## src/rtl/count_sched_if.sv

```systemverilog
// count_sched_if: request/grant/counter bundle between requesters (master)
// and the count_sched time-slice scheduler (slave).
interface count_sched_if #(
  parameter int NREQ  = 4,
  parameter int WIDTH = 3
);
  logic [NREQ-1:0]         req;
  logic [NREQ*WIDTH-1:0]   len;
  logic [NREQ-1:0]         gnt;
  logic                    busy;
  logic [WIDTH-1:0]        count;
  logic                    done;
  logic [$clog2(NREQ)-1:0] done_id;

  modport master (
    output req, len,
    input  gnt, busy, count, done, done_id
  );

  modport slave (
    input  req, len,
    output gnt, busy, count, done, done_id
  );
endinterface

```

## src/rtl/count_sched.sv

```systemverilog
// count_sched: shares one WIDTH-bit up-counter between NREQ requesters.
// A winner is chosen, its length is latched, the counter runs 0..Lw,
// then done pulses with the winner's index and arbitration restarts.
// Build option: COUNT_SCHED_FIXED_PRIO_EN selects fixed lowest-index
// priority instead of the default round-robin search.
//
// state | meaning
// IDLE  | waiting for any req; arbitrates on every edge
// RUN   | grant held, counter advancing toward the latched length
// DONE  | one-cycle completion pulse, always returns to IDLE
module count_sched #(
  parameter int NREQ  = 4,
  parameter int WIDTH = 3
) (
  input logic          clk,
  input logic          res,
  count_sched_if.slave bus
);
  localparam int IW = $clog2(NREQ);

  typedef enum logic [1:0] {IDLE, RUN, DONE} state_t;

  state_t           state, state_nxt;
  logic [WIDTH-1:0] cnt, cnt_nxt;
  logic [WIDTH-1:0] lw, lw_nxt;
  logic [IW-1:0]    cur, cur_nxt;
  logic [IW-1:0]    ptr, ptr_nxt;
  logic [IW-1:0]    win, idx;
  logic             found;
  logic [WIDTH-1:0] len_w;

  // Pick the winner: first requesting bit in search order.
  always_comb begin
    found = 1'b0;
    win   = '0;
    idx   = '0;
    for (int k = 0; k < NREQ; k++) begin
`ifdef COUNT_SCHED_FIXED_PRIO_EN
      idx = IW'(k);
`else
      idx = IW'((int'(ptr) + 1 + k) % NREQ);
`endif
      if (!found && bus.req[idx]) begin
        found = 1'b1;
        win   = idx;
      end
    end
  end

  // Select the winner's length from the packed len bus.
  always_comb begin
    len_w = '0;
    for (int i = 0; i < NREQ; i++) begin
      if (win == IW'(i)) len_w = bus.len[i*WIDTH +: WIDTH];
    end
  end

  // Next-state and datapath update; len is captured only at grant time.
  always_comb begin
    state_nxt = state;
    cnt_nxt   = cnt;
    lw_nxt    = lw;
    cur_nxt   = cur;
    ptr_nxt   = ptr;
    case (state)
      IDLE: begin
        if (found) begin
          state_nxt = RUN;
          cnt_nxt   = '0;
          lw_nxt    = len_w;
          cur_nxt   = win;
          ptr_nxt   = win;
        end
      end
      RUN: begin
        if (cnt == lw) state_nxt = DONE;
        else           cnt_nxt   = cnt + 1'b1;
      end
      DONE:    state_nxt = IDLE;
      default: state_nxt = IDLE;
    endcase
  end

  // State and datapath registers; reset leaves requester 0 at top priority.
  always_ff @(posedge clk or negedge res) begin
    if (!res) begin
      state <= IDLE;
      cnt   <= '0;
      lw    <= '0;
      cur   <= '0;
      ptr   <= IW'(NREQ - 1);
    end else begin
      state <= state_nxt;
      cnt   <= cnt_nxt;
      lw    <= lw_nxt;
      cur   <= cur_nxt;
      ptr   <= ptr_nxt;
    end
  end

  // Outputs decoded from state so reset clears them without waiting for clk.
  always_comb begin
    bus.gnt = '0;
    for (int i = 0; i < NREQ; i++) begin
      bus.gnt[i] = (state == RUN) && (cur == IW'(i));
    end
    bus.busy    = (state != IDLE);
    bus.done    = (state == DONE);
    bus.done_id = (state == DONE) ? cur : '0;
    bus.count   = cnt;
  end
endmodule

```

## src/flat_wrapper.sv

```systemverilog
// flat-port wrapper written by rule: the top's interface ports become plain ports
module count_sched_flat 
#(
  parameter int NREQ  = 4,
  parameter int WIDTH = 3
)
  (clk, res, bus_req, bus_len, bus_gnt, bus_busy, bus_count, bus_done, bus_done_id);
  count_sched_if #(.NREQ(NREQ), .WIDTH(WIDTH)) bus_i ();
  input logic clk;
  input logic res;
  input wire logic [$bits(bus_i.req)-1:0] bus_req;
  input wire logic [$bits(bus_i.len)-1:0] bus_len;
  output wire logic [$bits(bus_i.gnt)-1:0] bus_gnt;
  output wire logic [$bits(bus_i.busy)-1:0] bus_busy;
  output wire logic [$bits(bus_i.count)-1:0] bus_count;
  output wire logic [$bits(bus_i.done)-1:0] bus_done;
  output wire logic [$bits(bus_i.done_id)-1:0] bus_done_id;
  assign bus_i.req = bus_req;
  assign bus_i.len = bus_len;
  assign bus_gnt = bus_i.gnt;
  assign bus_busy = bus_i.busy;
  assign bus_count = bus_i.count;
  assign bus_done = bus_i.done;
  assign bus_done_id = bus_i.done_id;
  count_sched #(.NREQ(NREQ), .WIDTH(WIDTH)) u_core (.clk(clk), .res(res), .bus(bus_i));
endmodule
```

## config.mk

```make
export PLATFORM = sky130hd
export DESIGN_NAME = count_sched_flat
export DESIGN_NICKNAME = d
export VERILOG_FILES = /design/src/rtl/count_sched_if.sv /design/src/rtl/count_sched.sv /design/src/flat_wrapper.sv
export SDC_FILE = /design/constraint.sdc
export NUM_CORES = 1
export LEC_CHECK = 0
export ABC_AREA = 1
export CAP_MARGIN = 20
export CORE_UTILIZATION = 51
export DETAILED_ROUTE_END_ITERATION = 8
export MAX_ROUTING_LAYER = met4
export PLACE_DENSITY_LB_ADDON = 0.05
export SYNTH_ARGS = -nofsm -noshare
export SYNTH_HDL_FRONTEND = slang
export SYNTH_SLANG_ARGS = --single-unit
```

## constraint.sdc

```tcl
create_clock -name clk -period 3.6 [get_ports clk]
set_input_delay 0.54 -clock clk [delete_from_list [all_inputs] [get_ports clk]]
set_output_delay 0.54 -clock clk [all_outputs]
set_load 0.01 [all_outputs]
```

==> metrics.md <==
| Metric | Value |
|---|---|
| Time the final worst path needs with I/O delays and setup | 2.18 ns |
| Top post-synthesis cells by area | sky130_fd_sc_hd__dfrtp_1 24%, sky130_fd_sc_hd__nand2_1 16%, sky130_fd_sc_hd__nand3_1 9.7% |
| Max Cap Violations | 0 |
| Clock Sinks | 12 |
| Worst reg2reg setup slack | 1.67 ns |
| Critical path, cell by cell | inv_1 > nand2_1 > nor3_1 > clkdlybuf4s50_1 |
| Worst reg-to-reg path cell count | 11 |
| ANT cells | 0 |
| Remaining DRCs | 0 |
| Number of setup buffers added after CTS | 0 |
| # resized after CTS | 0 |
| Largest incremental delay on the critical path | 0.58 ns |
| Buf/Inv on CP | 2 |
| H-tree levels | 1 |
| Count of final setup violators | 0 |
| CP Max Fanout | 6 |
| Total track usage | a little under a quarter |
| Site row count | 15 |
| Overall via count from detail_route | 1,059 |
| Leakage power total | 0.000702 uW |
| Clock slew seen by the registers of the worst setup and hold paths | about 0.070 ns |
| Fraction of final layout cells sized beyond drive strength 1 | between 10% and 20% |
| Number of distinct standard cells referenced by the synthesized netlist | 23 |
| Detailed Route WL | approximately 2.2 mm |
| Count of mapped cells out of synthesis | 150 |
| CTS tree | yes |
| DRT Pass-1 Iters | 5 |
| Startpoint types | flop |
| Die width | 47.1 um |
| Routability cong. | 0.925 |
| Total CTS buffers | 3 |
| Post-layout net count | between 200 and 250 |
| Synthesized area per cell | 6.91 um^2 |
| Placed instance area | 1340 um^2 |
| Number of vias per cell | 5.14 |
| Detailed placer's ending HPWL | 1.80 mm |
| Signed area change from the synthesized netlist to the final layout | 32.4% |
| Port buffer count | 28 |
| End point of the worst hold path | u_core.lw[2] |
| Worst min-delay path startpoint | u_core.lw[2] |
| Initial Util | 57.0% |
| Sequential element share of the synthesized area | 29.2% |
| Transition at the pin with the smallest max-transition slack | 0.497 ns |
| Number of global-route vias before repair | between 800 and 900 |
| Area of the core | approximately 1800 um^2 |
| Die height | 47.1 um |
| Die Footprint | 2220 um^2 |
| Cell area after layout | roughly 1400 um^2 |
| Peak Freq | 0.458 GHz |
| CTS hold repair buffers | 0 |
| Reg2reg end | u_core.lw[2] |
| Setup TNS | 0 ns |
| # IOs | 29 |
| Class of the tightest hold or removal check | flop to flop |
| Critical setup path kind | flop to primary output |
| Data required time of the worst path | 3.06 ns |
| Synth Net Count | approximately 170 |
| Initial detailed-routing violation count | 25 |
| Overall power consumption | between 1000 and 1500 uW |
| Clock Root Buffer | sky130_fd_sc_hd__clkbuf_4 |
| Top cell type by total area after synthesis | sky130_fd_sc_hd__dfrtp_1 |
| CP delay by family, top | buffers and inverters |
| Mapped cell area | around 1000 um^2 |
| Count of endpoints failing hold in the final timing report | 0 |
| Critical path data arrival time | 1.64 ns |
| Pins over their slew limit | 0 |
| Wire length of the first global-routing pass | 3.56 mm |
| Number of flip-flops and latches in the synthesized netlist | 12 |
| Maximum clock path buffer count | 2 |
| Total power divided by cell area | 1010 nW/um^2 |
| Critical-path cell with the highest stage delay | sky130_fd_sc_hd__clkdlybuf4s50_1 |
| Kind of end point of the critical path | primary output |
| Worst clock skew | roughly 0.0020 ns |
| Congestion Overflow GR | 0 |
| Yosys warns | 0 |
| Worst supply voltage drop on vdd | 0.806 mV |
| Residual antenna-violating net count after detailed routing | 0 |
| Unrepaired setup endpoints after global routing | false |
| Status | complete, no violations |
| Initial antenna violation count | 0 |
| Clock Latency Late Sink | 0.27 ns |
| Worst reg2reg path startpoint | u_core.ptr[0] |
| Maximum number of pins on one net before global-route repair | 13 |
| Share of the clock period used by the worst path | 60.6% |
| Hold-critical path depth | 2 |
| Area share of the largest cell type after synthesis | 24.1% |
| Normalized max-slew margin | between 60% and 70% |
| Per-cell routed wire length | approximately 11 um |
-- power breakdown --
part / total, uW / leakage, uW / internal (uW) / switching (uW)
sequential: 292 / 0.000147 / 211 / 81.7
clock: 106 / 0.0000210 / 61.5 / 44.7
combinational: 986 / 0.000534 / 381 / 605
total: 1380 / 0.000702 / 653 / 731
-- layout by cell type, fill, tap and decap left out --
cell type | synthesis | routed
sky130_fd_sc_hd__inv_2 | 4 | 4
sky130_fd_sc_hd__nand2_1 | 44 | 44
sky130_fd_sc_hd__nand4_1 | 1 | 1
sky130_fd_sc_hd__nor2_2 | 1 | 1
sky130_fd_sc_hd__xnor2_1 | 3 | 3
sky130_fd_sc_hd__xor2_1 | 1 | 1
sky130_fd_sc_hd__nand3_4 | 2 | 2
sky130_fd_sc_hd__o21ai_0 | 4 | 4
sky130_fd_sc_hd__ha_1 | 1 | 1
sky130_fd_sc_hd__nor2_1 | 7 | 7
sky130_fd_sc_hd__o21ai_1 | 4 | 4
sky130_fd_sc_hd__nor3_1 | 6 | 6
sky130_fd_sc_hd__clkbuf_8 | 0 | 1
sky130_fd_sc_hd__a31oi_4 | 1 | 1
sky130_fd_sc_hd__nand2_4 | 4 | 4
sky130_fd_sc_hd__nand2_2 | 9 | 9
sky130_fd_sc_hd__clkbuf_4 | 0 | 3
sky130_fd_sc_hd__inv_8 | 1 | 1
sky130_fd_sc_hd__dfstp_2 | 2 | 2
sky130_fd_sc_hd__nor2_4 | 2 | 2
sky130_fd_sc_hd__clkdlybuf4s50_1 | 0 | 28
sky130_fd_sc_hd__nand3_1 | 20 | 20
sky130_fd_sc_hd__inv_1 | 20 | 20
sky130_fd_sc_hd__dfrtp_1 | 10 | 10
sky130_fd_sc_hd__nand3_2 | 2 | 2
-- cells in the mapped netlist --
cell,number
sky130_fd_sc_hd__nand2_4,4
sky130_fd_sc_hd__buf_6,1
sky130_fd_sc_hd__o21ai_0,4
sky130_fd_sc_hd__a31oi_4,1
sky130_fd_sc_hd__nor2_4,2
sky130_fd_sc_hd__nor2_1,7
sky130_fd_sc_hd__inv_8,1
sky130_fd_sc_hd__nand2_1,44
sky130_fd_sc_hd__xor2_1,1
sky130_fd_sc_hd__o21ai_1,4
sky130_fd_sc_hd__nand3_1,20
sky130_fd_sc_hd__nand4_1,1
sky130_fd_sc_hd__nor2_2,1
sky130_fd_sc_hd__nand3_2,2
sky130_fd_sc_hd__nand3_4,2
sky130_fd_sc_hd__nand2_2,9
sky130_fd_sc_hd__inv_2,4
sky130_fd_sc_hd__xnor2_1,3
sky130_fd_sc_hd__nor3_1,6
sky130_fd_sc_hd__ha_1,1
sky130_fd_sc_hd__dfstp_2,2
sky130_fd_sc_hd__dfrtp_1,10
sky130_fd_sc_hd__inv_1,20
-- worst register-to-register path, stage by stage (launching register included) --
cell	delay, ns
sky130_fd_sc_hd__dfstp_2	0.71
sky130_fd_sc_hd__inv_8	0.08
sky130_fd_sc_hd__nand2_1	0.06
sky130_fd_sc_hd__nand2_1	0.09
sky130_fd_sc_hd__nand2_2	0.11
sky130_fd_sc_hd__inv_1	0.07
sky130_fd_sc_hd__a31oi_4	0.17
sky130_fd_sc_hd__nand3_4	0.16
sky130_fd_sc_hd__o21ai_1	0.16
sky130_fd_sc_hd__nand3_1	0.10
sky130_fd_sc_hd__nand2_1	0.07
sky130_fd_sc_hd__nand2_1	0.04
-- per-layer routing --
| layer | GRT usage, % | part of all wire (%) | wire length [um] |
|---|---|---|---|
| met1 | 26.5 | 44 | 960 |
| met2 | 41.4 | 50 | 1090 |
| met3 | 4.62 | 4.9 | 107 |
| met4 | 8.57 | 1.1 | 25 |
| met5 | - | 0 | 0 |
-- sequential cells by signal, summed over array words and instances, names as in the netlist --
name	cells
u_core.state	2
u_core.lw	3
u_core.cur	2
u_core.bus.count	3
u_core.ptr	2
-- worst max path at each step --
stage | to | start | cells after the start
6_report | bus_gnt[2] | u_core.state[1] | 4
5_1_grt | bus_gnt[1] | u_core.state[1] | 4
4_1_cts | bus_gnt[2] | u_core.state[1] | 4
3_5_place_dp | u_core.lw[1] | bus_req[0] | 14
3_3_place_gp | u_core.lw[1] | bus_req[0] | 14
2_1_floorplan | u_core.lw[0] | u_core.ptr[0] | 16
-- logic make-up (layout without fill, tap and decap cells) --
logic type,Yosys count,in the layout,synth area share (%)
compound gates,9,9,5.91
xor+xnor,4,4,3.38
fa+ha+maj,1,1,1.21
buf+inv,26,57,10.9
flops,12,12,29.2
simple gates,98,98,49.5
-- layout make-up --
cell class | instances | area (um^2)
clock buffers | 4 | 36.3
fillers | 156 | 447
inverters | 25 | 101
multi-input cells | 112 | 622
flip-flops and latches | 12 | 303
well taps | 25 | 31.3
repair buffers | 28 | 280
-- through the flow --
step | worst slack (ns) | hold WS, ns | util (%) | instances
global placement | 1.46 | 0.485 | 73.5 | 202
floorplan | 1.92 | 0.244 | - | 150
global route | 1.29 | 0.538 | 75.5 | 206
finish | 1.42 | 0.505 | 75.5 | 206
detailed placement | 1.40 | 0.486 | 73.5 | 202
CTS | 1.40 | 0.506 | 75.5 | 206
Power figures use the tool's default switching activity.
